**config.mk**
```make
export PLATFORM = sky130hd
export DESIGN_NAME = mux4to1_rr_stream
export DESIGN_NICKNAME = d
export VERILOG_FILES = /design/src/rtl/mux4to1_pkg.sv /design/src/rtl/mux4to1_rr_stream_rr_pick4.sv /design/src/rtl/mux4to1_rr_stream.sv
export SDC_FILE = /design/constraint.sdc
export NUM_CORES = 1
export LEC_CHECK = 0
export CORE_MARGIN = 1.5
export CORE_UTILIZATION = 35
export CTS_BUF_LIST = sky130_fd_sc_hd__clkbuf_2
export DETAILED_ROUTE_END_ITERATION = 12
export PLACE_DENSITY = 0.72
export SYNTH_ARGS = -nofsm -noshare
export SYNTH_HDL_FRONTEND = slang
export SYNTH_SLANG_ARGS = --single-unit
```
**constraint.sdc**
```tcl
create_clock -name i_clk -period 4.3 [get_ports i_clk]
set_input_delay 1.29 -clock i_clk [delete_from_list [all_inputs] [get_ports i_clk]]
set_output_delay 1.29 -clock i_clk [all_outputs]
set_load 0.02 [all_outputs]
```
**src/rtl/mux4to1_pkg.sv**
```systemverilog
// Shared constants and state encoding for the 4-to-1 round-robin stream merger.
package mux4to1_pkg;

    localparam int NUM_CH = 4;
    localparam int SEL_W  = 2;

    typedef enum logic {
        ST_IDLE = 1'b0,
        ST_LOCK = 1'b1
    } state_e;

endpackage

```
**src/rtl/mux4to1_rr_stream_rr_pick4.sv**
```systemverilog
// Combinational round-robin picker: first requester after i_ptr, wrapping back to i_ptr itself.
module rr_pick4
    import mux4to1_pkg::*;
(
    input  logic [NUM_CH-1:0] i_req,
    input  logic [SEL_W-1:0]  i_ptr,
    output logic [SEL_W-1:0]  o_grant,
    output logic              o_grant_valid
);

    logic [SEL_W-1:0] idx;

    // Scan from the farthest candidate down to ptr+1 so the nearest requester wins last.
    always_comb begin
        o_grant       = i_ptr;
        o_grant_valid = 1'b0;
        idx           = i_ptr;
        for (int i = NUM_CH; i >= 1; i--) begin
            idx = i_ptr + SEL_W'(i);
            if (i_req[idx]) begin
                o_grant       = idx;
                o_grant_valid = 1'b1;
            end
        end
    end

endmodule

```
**src/rtl/mux4to1_rr_stream.sv**
```systemverilog
// Merges four valid/ready packet streams into one registered output; grants are held for a whole packet.
module mux4to1_rr_stream
    import mux4to1_pkg::*;
#(
    parameter int DATA_W = 8
) (
    input  logic              i_clk,
    input  logic              i_rst,
    input  logic [DATA_W-1:0] i_data_a,
    input  logic              i_valid_a,
    input  logic              i_last_a,
    output logic              o_ready_a,
    input  logic [DATA_W-1:0] i_data_b,
    input  logic              i_valid_b,
    input  logic              i_last_b,
    output logic              o_ready_b,
    input  logic [DATA_W-1:0] i_data_c,
    input  logic              i_valid_c,
    input  logic              i_last_c,
    output logic              o_ready_c,
    input  logic [DATA_W-1:0] i_data_d,
    input  logic              i_valid_d,
    input  logic              i_last_d,
    output logic              o_ready_d,
    output logic [DATA_W-1:0] o_data,
    output logic              o_valid,
    output logic              o_last,
    output logic [SEL_W-1:0]  o_sel,
    input  logic              i_ready
);

    logic [NUM_CH-1:0] req;
    logic [NUM_CH-1:0] lst;
    logic [DATA_W-1:0] dat [NUM_CH];

    assign req = {i_valid_d, i_valid_c, i_valid_b, i_valid_a};
    assign lst = {i_last_d, i_last_c, i_last_b, i_last_a};
    assign dat[0] = i_data_a;
    assign dat[1] = i_data_b;
    assign dat[2] = i_data_c;
    assign dat[3] = i_data_d;

    state_e            state_q, state_d;
    logic [SEL_W-1:0]  ptr_q, ptr_d;
    logic [SEL_W-1:0]  lock_ch_q, lock_ch_d;
    logic              valid_q, valid_d;
    logic [DATA_W-1:0] data_q, data_d;
    logic              last_q, last_d;
    logic [SEL_W-1:0]  sel_q, sel_d;

    logic [SEL_W-1:0]  pick_grant;
    logic              pick_valid;
    logic [SEL_W-1:0]  grant;
    logic              grant_valid;
    logic              load_en;
    logic              accept;
    logic [NUM_CH-1:0] rdy_vec;

    rr_pick4 u_pick (
        .i_req         (req),
        .i_ptr         (ptr_q),
        .o_grant       (pick_grant),
        .o_grant_valid (pick_valid)
    );

    always_comb begin
        grant       = pick_grant;
        grant_valid = pick_valid;
        if (state_q == ST_LOCK) begin
            // A locked packet owns the output even while its source is momentarily idle.
            grant       = lock_ch_q;
            grant_valid = req[lock_ch_q];
        end
        load_en = !valid_q || i_ready;
        accept  = load_en && grant_valid;
        rdy_vec = '0;
        if (accept) begin
            rdy_vec[grant] = 1'b1;
        end
    end

    always_comb begin
        state_d   = state_q;
        ptr_d     = ptr_q;
        lock_ch_d = lock_ch_q;
        valid_d   = valid_q;
        data_d    = data_q;
        last_d    = last_q;
        sel_d     = sel_q;
        if (accept) begin
            valid_d = 1'b1;
            data_d  = dat[grant];
            last_d  = lst[grant];
            sel_d   = grant;
            if (lst[grant]) begin
                state_d = ST_IDLE;
                ptr_d   = grant;
            end else begin
                state_d   = ST_LOCK;
                lock_ch_d = grant;
            end
        end else if (i_ready) begin
            valid_d = 1'b0;
        end
    end

    always_ff @(posedge i_clk) begin
        if (i_rst) begin
            state_q   <= ST_IDLE;
            ptr_q     <= SEL_W'(NUM_CH - 1);
            lock_ch_q <= '0;
            valid_q   <= 1'b0;
            data_q    <= '0;
            last_q    <= 1'b0;
            sel_q     <= '0;
        end else begin
            state_q   <= state_d;
            ptr_q     <= ptr_d;
            lock_ch_q <= lock_ch_d;
            valid_q   <= valid_d;
            data_q    <= data_d;
            last_q    <= last_d;
            sel_q     <= sel_d;
        end
    end

    assign o_ready_a = rdy_vec[0];
    assign o_ready_b = rdy_vec[1];
    assign o_ready_c = rdy_vec[2];
    assign o_ready_d = rdy_vec[3];
    assign o_valid   = valid_q;
    assign o_data    = data_q;
    assign o_last    = last_q;
    assign o_sel     = sel_q;

endmodule
```
==> impl_metrics.csv <==
group,metric,value,unit
sta,post-route-worst-setup-slack,45.7,ps
critical_path,reg2reg_from,"ptr_q[1]$_SDFFE_PP1P_",
yosys,synth-xor-area-share,0,%
min_path,min_from,"o_data[3]$_SDFFE_PP0P_",
sta,period_minus_slack,4250,ps
sta,fin_crit_sh,98.9,%
placed_design,preCtsSetupSlack,-446,ps
critical_path,cp_data_required_time,3010,ps
critical_path,end_kind,"primary output",
sta,max_slew.worst_pin.slew,794,ps
clock_tree,root_buffer,"clkbuf_2",
floorplan,die_h,59.9,µm
detailed_routing,via_per_inst,5.03,
detailed_routing,via_count,1141,
final_layout,utilization,60.2,%
yosys,synth_top_family_by_area,"multiplexers",
critical_path,slowest_stage,"clkdlybuf4s50_1",
yosys,synth_area_per_cell,9.69,µm²
min_path,min_path_cells,2,
global_route,antenna_found_initial,0,
sta,drv_slew,0,
floorplan,rows,20,
yosys,synth_cell_types,35,
global_route,grt_usage,18.3,%
detailed_routing,dr.pass1.iters,4,
detailed_routing,drt-initial-drc-count,39,
yosys,ys_ff_latch,17,
placed_design,port_buffers,58,
floorplan,fp.coreArea,0.00305,mm²
yosys,yosysSeqAreaShare,30.0,%
detailed_routing,wl_per_cell,14.1,µm
clock_tree,cts_buffers,3,
final_layout,n_antenna_cell,0,
critical_path,worst_setup_path_start_kind,"input pin",
yosys,synth_compound_area_share,18.8,%
critical_path,path_class,"in2out",
placed_design,gp_congestion,0.762,
sta,rsz0062_at_grt,"yes",
sta,slew_headroom,46.9,%
yosys,synth_warnings,0,
yosys,syn_area,0.00113,mm²
min_path,hold_end,"o_data[3]$_SDFFE_PP0P_",
status,status,"finished, final reports clean",
clock_tree,clock_latency,280,ps
final_layout,drive_gt1_share,22.4,%
clock_tree,cts.sinks,17,
critical_path,arrival,2960,ps
clock_tree,cts_max_level,1,
global_route,grt_pass1_wl,4.97,mm
detailed_routing,ant_nets,0,
final_layout,nets,227,
floorplan,ioPinCount,59,
yosys,synthMuxAreaShare,23.4,%
floorplan,dieArea,0.00359,mm²
global_route,grt_max_degree,20,
clock_tree,path_clk_slew,150,ps
clock_tree,cts_tree,"yes",
critical_path,r2r_end,"lock_ch_q[1]$_SDFFE_PP0P_",
sta,finalSetupViolCount,0,
critical_path,rrSetupSlack,1820,ps
power,report.power.total,0.00103,W
power,p_leak,0.748,nW
yosys,synthCells,117,
yosys,synth_adder_area_share,0,%
critical_path,ff2ff_path_depth,8,
global_route,grt_pass1_vias,1081,
placed_design,dp_hpwl,2.59,mm
final_layout,area_growth,62.0,%
min_path,hold_path_class,"reg2reg",
yosys,yosys.area_share.simple,22.6,%
critical_path,worstPathCellList,"clkdlybuf4s50_1 > buf_4 > o21ai_1 > a21boi_1 > o41ai_2 > buf_4 > buf_4 > nor2_1 > clkdlybuf4s15_2",
global_route,grt_overflow,0,
floorplan,start_util,37.1,%
sta,hold_slack,465,ps
critical_path,critPathMaxStageDelay,420,ps
yosys,syn_nets,160,
power,peakVddDrop,298,µV
power,power_per_cell_area,560,mW/mm²
sta,hold_viol_final,0,
clock_tree,clock_path_buffers,2,
sta,clock_skew,1.96,ps
floorplan,die_w,59.9,µm
sta,max_freq,235,MHz
critical_path,path_common_cell,"buf_4",
detailed_routing,drt-total-wl,3.19,mm
critical_path,critical_path_peak_fanout,5,
detailed_routing,drcViolationCount,0,
job,max_cap_viol_count,0,
[critical path, delay by kind of cell]
family	cells	cell delay [ps]
AOI/OAI and AO/OA	3	510
and+or+nand+nor	1	30
buffers and inverters	5	1120
[worst max-delay path by stage]
stage,start,end,depth (start not counted)
global placement,i_valid_d,o_ready_c,6
floorplan,i_valid_b,o_ready_d,5
finish,i_valid_a,o_ready_a,9
detailed placement,i_valid_d,o_ready_c,6
global route,i_valid_a,o_ready_a,9
CTS,i_valid_b,o_ready_a,9
[logic make-up after synthesis]
| kind of cell | after synthesis |
|---|---|
| simple gates | 52 |
| compound gates | 24 |
| flops | 17 |
| mux | 14 |
| buf+inv | 10 |
[registers in the layout (all words and copies together) (netlist names)]
name and count:
o_data 8, o_valid 1, ptr_q 2, lock_ch_q 2, o_sel 2, o_last 1, state_q 1
[routing by layer]
layer / up-vias / wire length [µm] / GRT usage [%]
met3: 4 / 145 / 4.11
met4: 0 / 46 / 4.44
met5: - / 0 / 0
li1: 559 / - / -
met2: 38 / 1650 / 31.8
met1: 540 / 1350 / 22.9
[cell usage in the layout, fill, tap and decap left out, types with 3 or more instances in the layout]
master,n
clkdlybuf4s50_1,51
nand2_1,21
dfxtp_1,17
buf_4,15
nor2_1,9
nand2b_1,7
mux4_2,6
a21oi_1,6
a21oi_2,5
mux2i_1,4
clkbuf_2,4
nor3_1,3
nor2b_1,3
mux4_1,3
[per-stage QoR]
stage,TNS (ps),cells,area [µm²]
floorplan,0,117,1130
global placement,-1490,222,1800
detailed placement,-1640,222,1800
CTS,0,227,1830
global route,-23.1,227,1840
finish,0,227,1840
[what timing repair did]
| action | in CTS | in global routing |
|---|---|---|
| hold buffers | 0 | 0 |
| resized for setup | 21 | 3 |
| pin swaps | 1 | 1 |
| setup endpoints to repair | 4 | 3 |
| buffers inserted | 1 | 0 |
[final cells by class]
type | instances | area (µm²)
clock buffers | 4 | 20.0
fillers | 284 | 1220
inverters | 1 | 3.75
multi-input cells | 90 | 744
flip-flops and latches | 17 | 340
well taps | 44 | 55.1
repair buffers | 71 | 673
[power by group]
group	switching [W]	internal (W)	leakage [nW]
Clock	0.0000462	0.0000247	0.0166
Combinational	0.000326	0.000367	0.591
Sequential	0.0000514	0.000214	0.141
[synthesized netlist by cell type (all sizes together)]
master | instances | area share, %
mux2 | 1 | 0.99
nor2b | 3 | 1.7
a2111oi | 2 | 3.3
mux4 | 9 | 19
and2 | 2 | 1.1
o211ai | 1 | 0.66
mux2i | 4 | 3.5
o22ai | 1 | 1.1
o41ai | 1 | 1.4
a22oi | 1 | 1.1
nor3 | 4 | 1.8
a211oi | 2 | 1.8
a21boi | 1 | 0.66
dfxtp | 17 | 30
nand3 | 1 | 0.44
and3 | 2 | 1.1
nor2 | 9 | 3.0
clkbuf | 3 | 0.99
nand2 | 21 | 7.0
nand2b | 7 | 3.9
o21ai | 3 | 1.3
a21oi | 11 | 6.5
inv | 1 | 0.33
and2b | 1 | 0.88
nor4b | 1 | 1.3
nor4 | 1 | 0.55
buf | 6 | 3.9
o21ba | 1 | 0.88
Note: power is estimated with default switching activity, not from simulation.
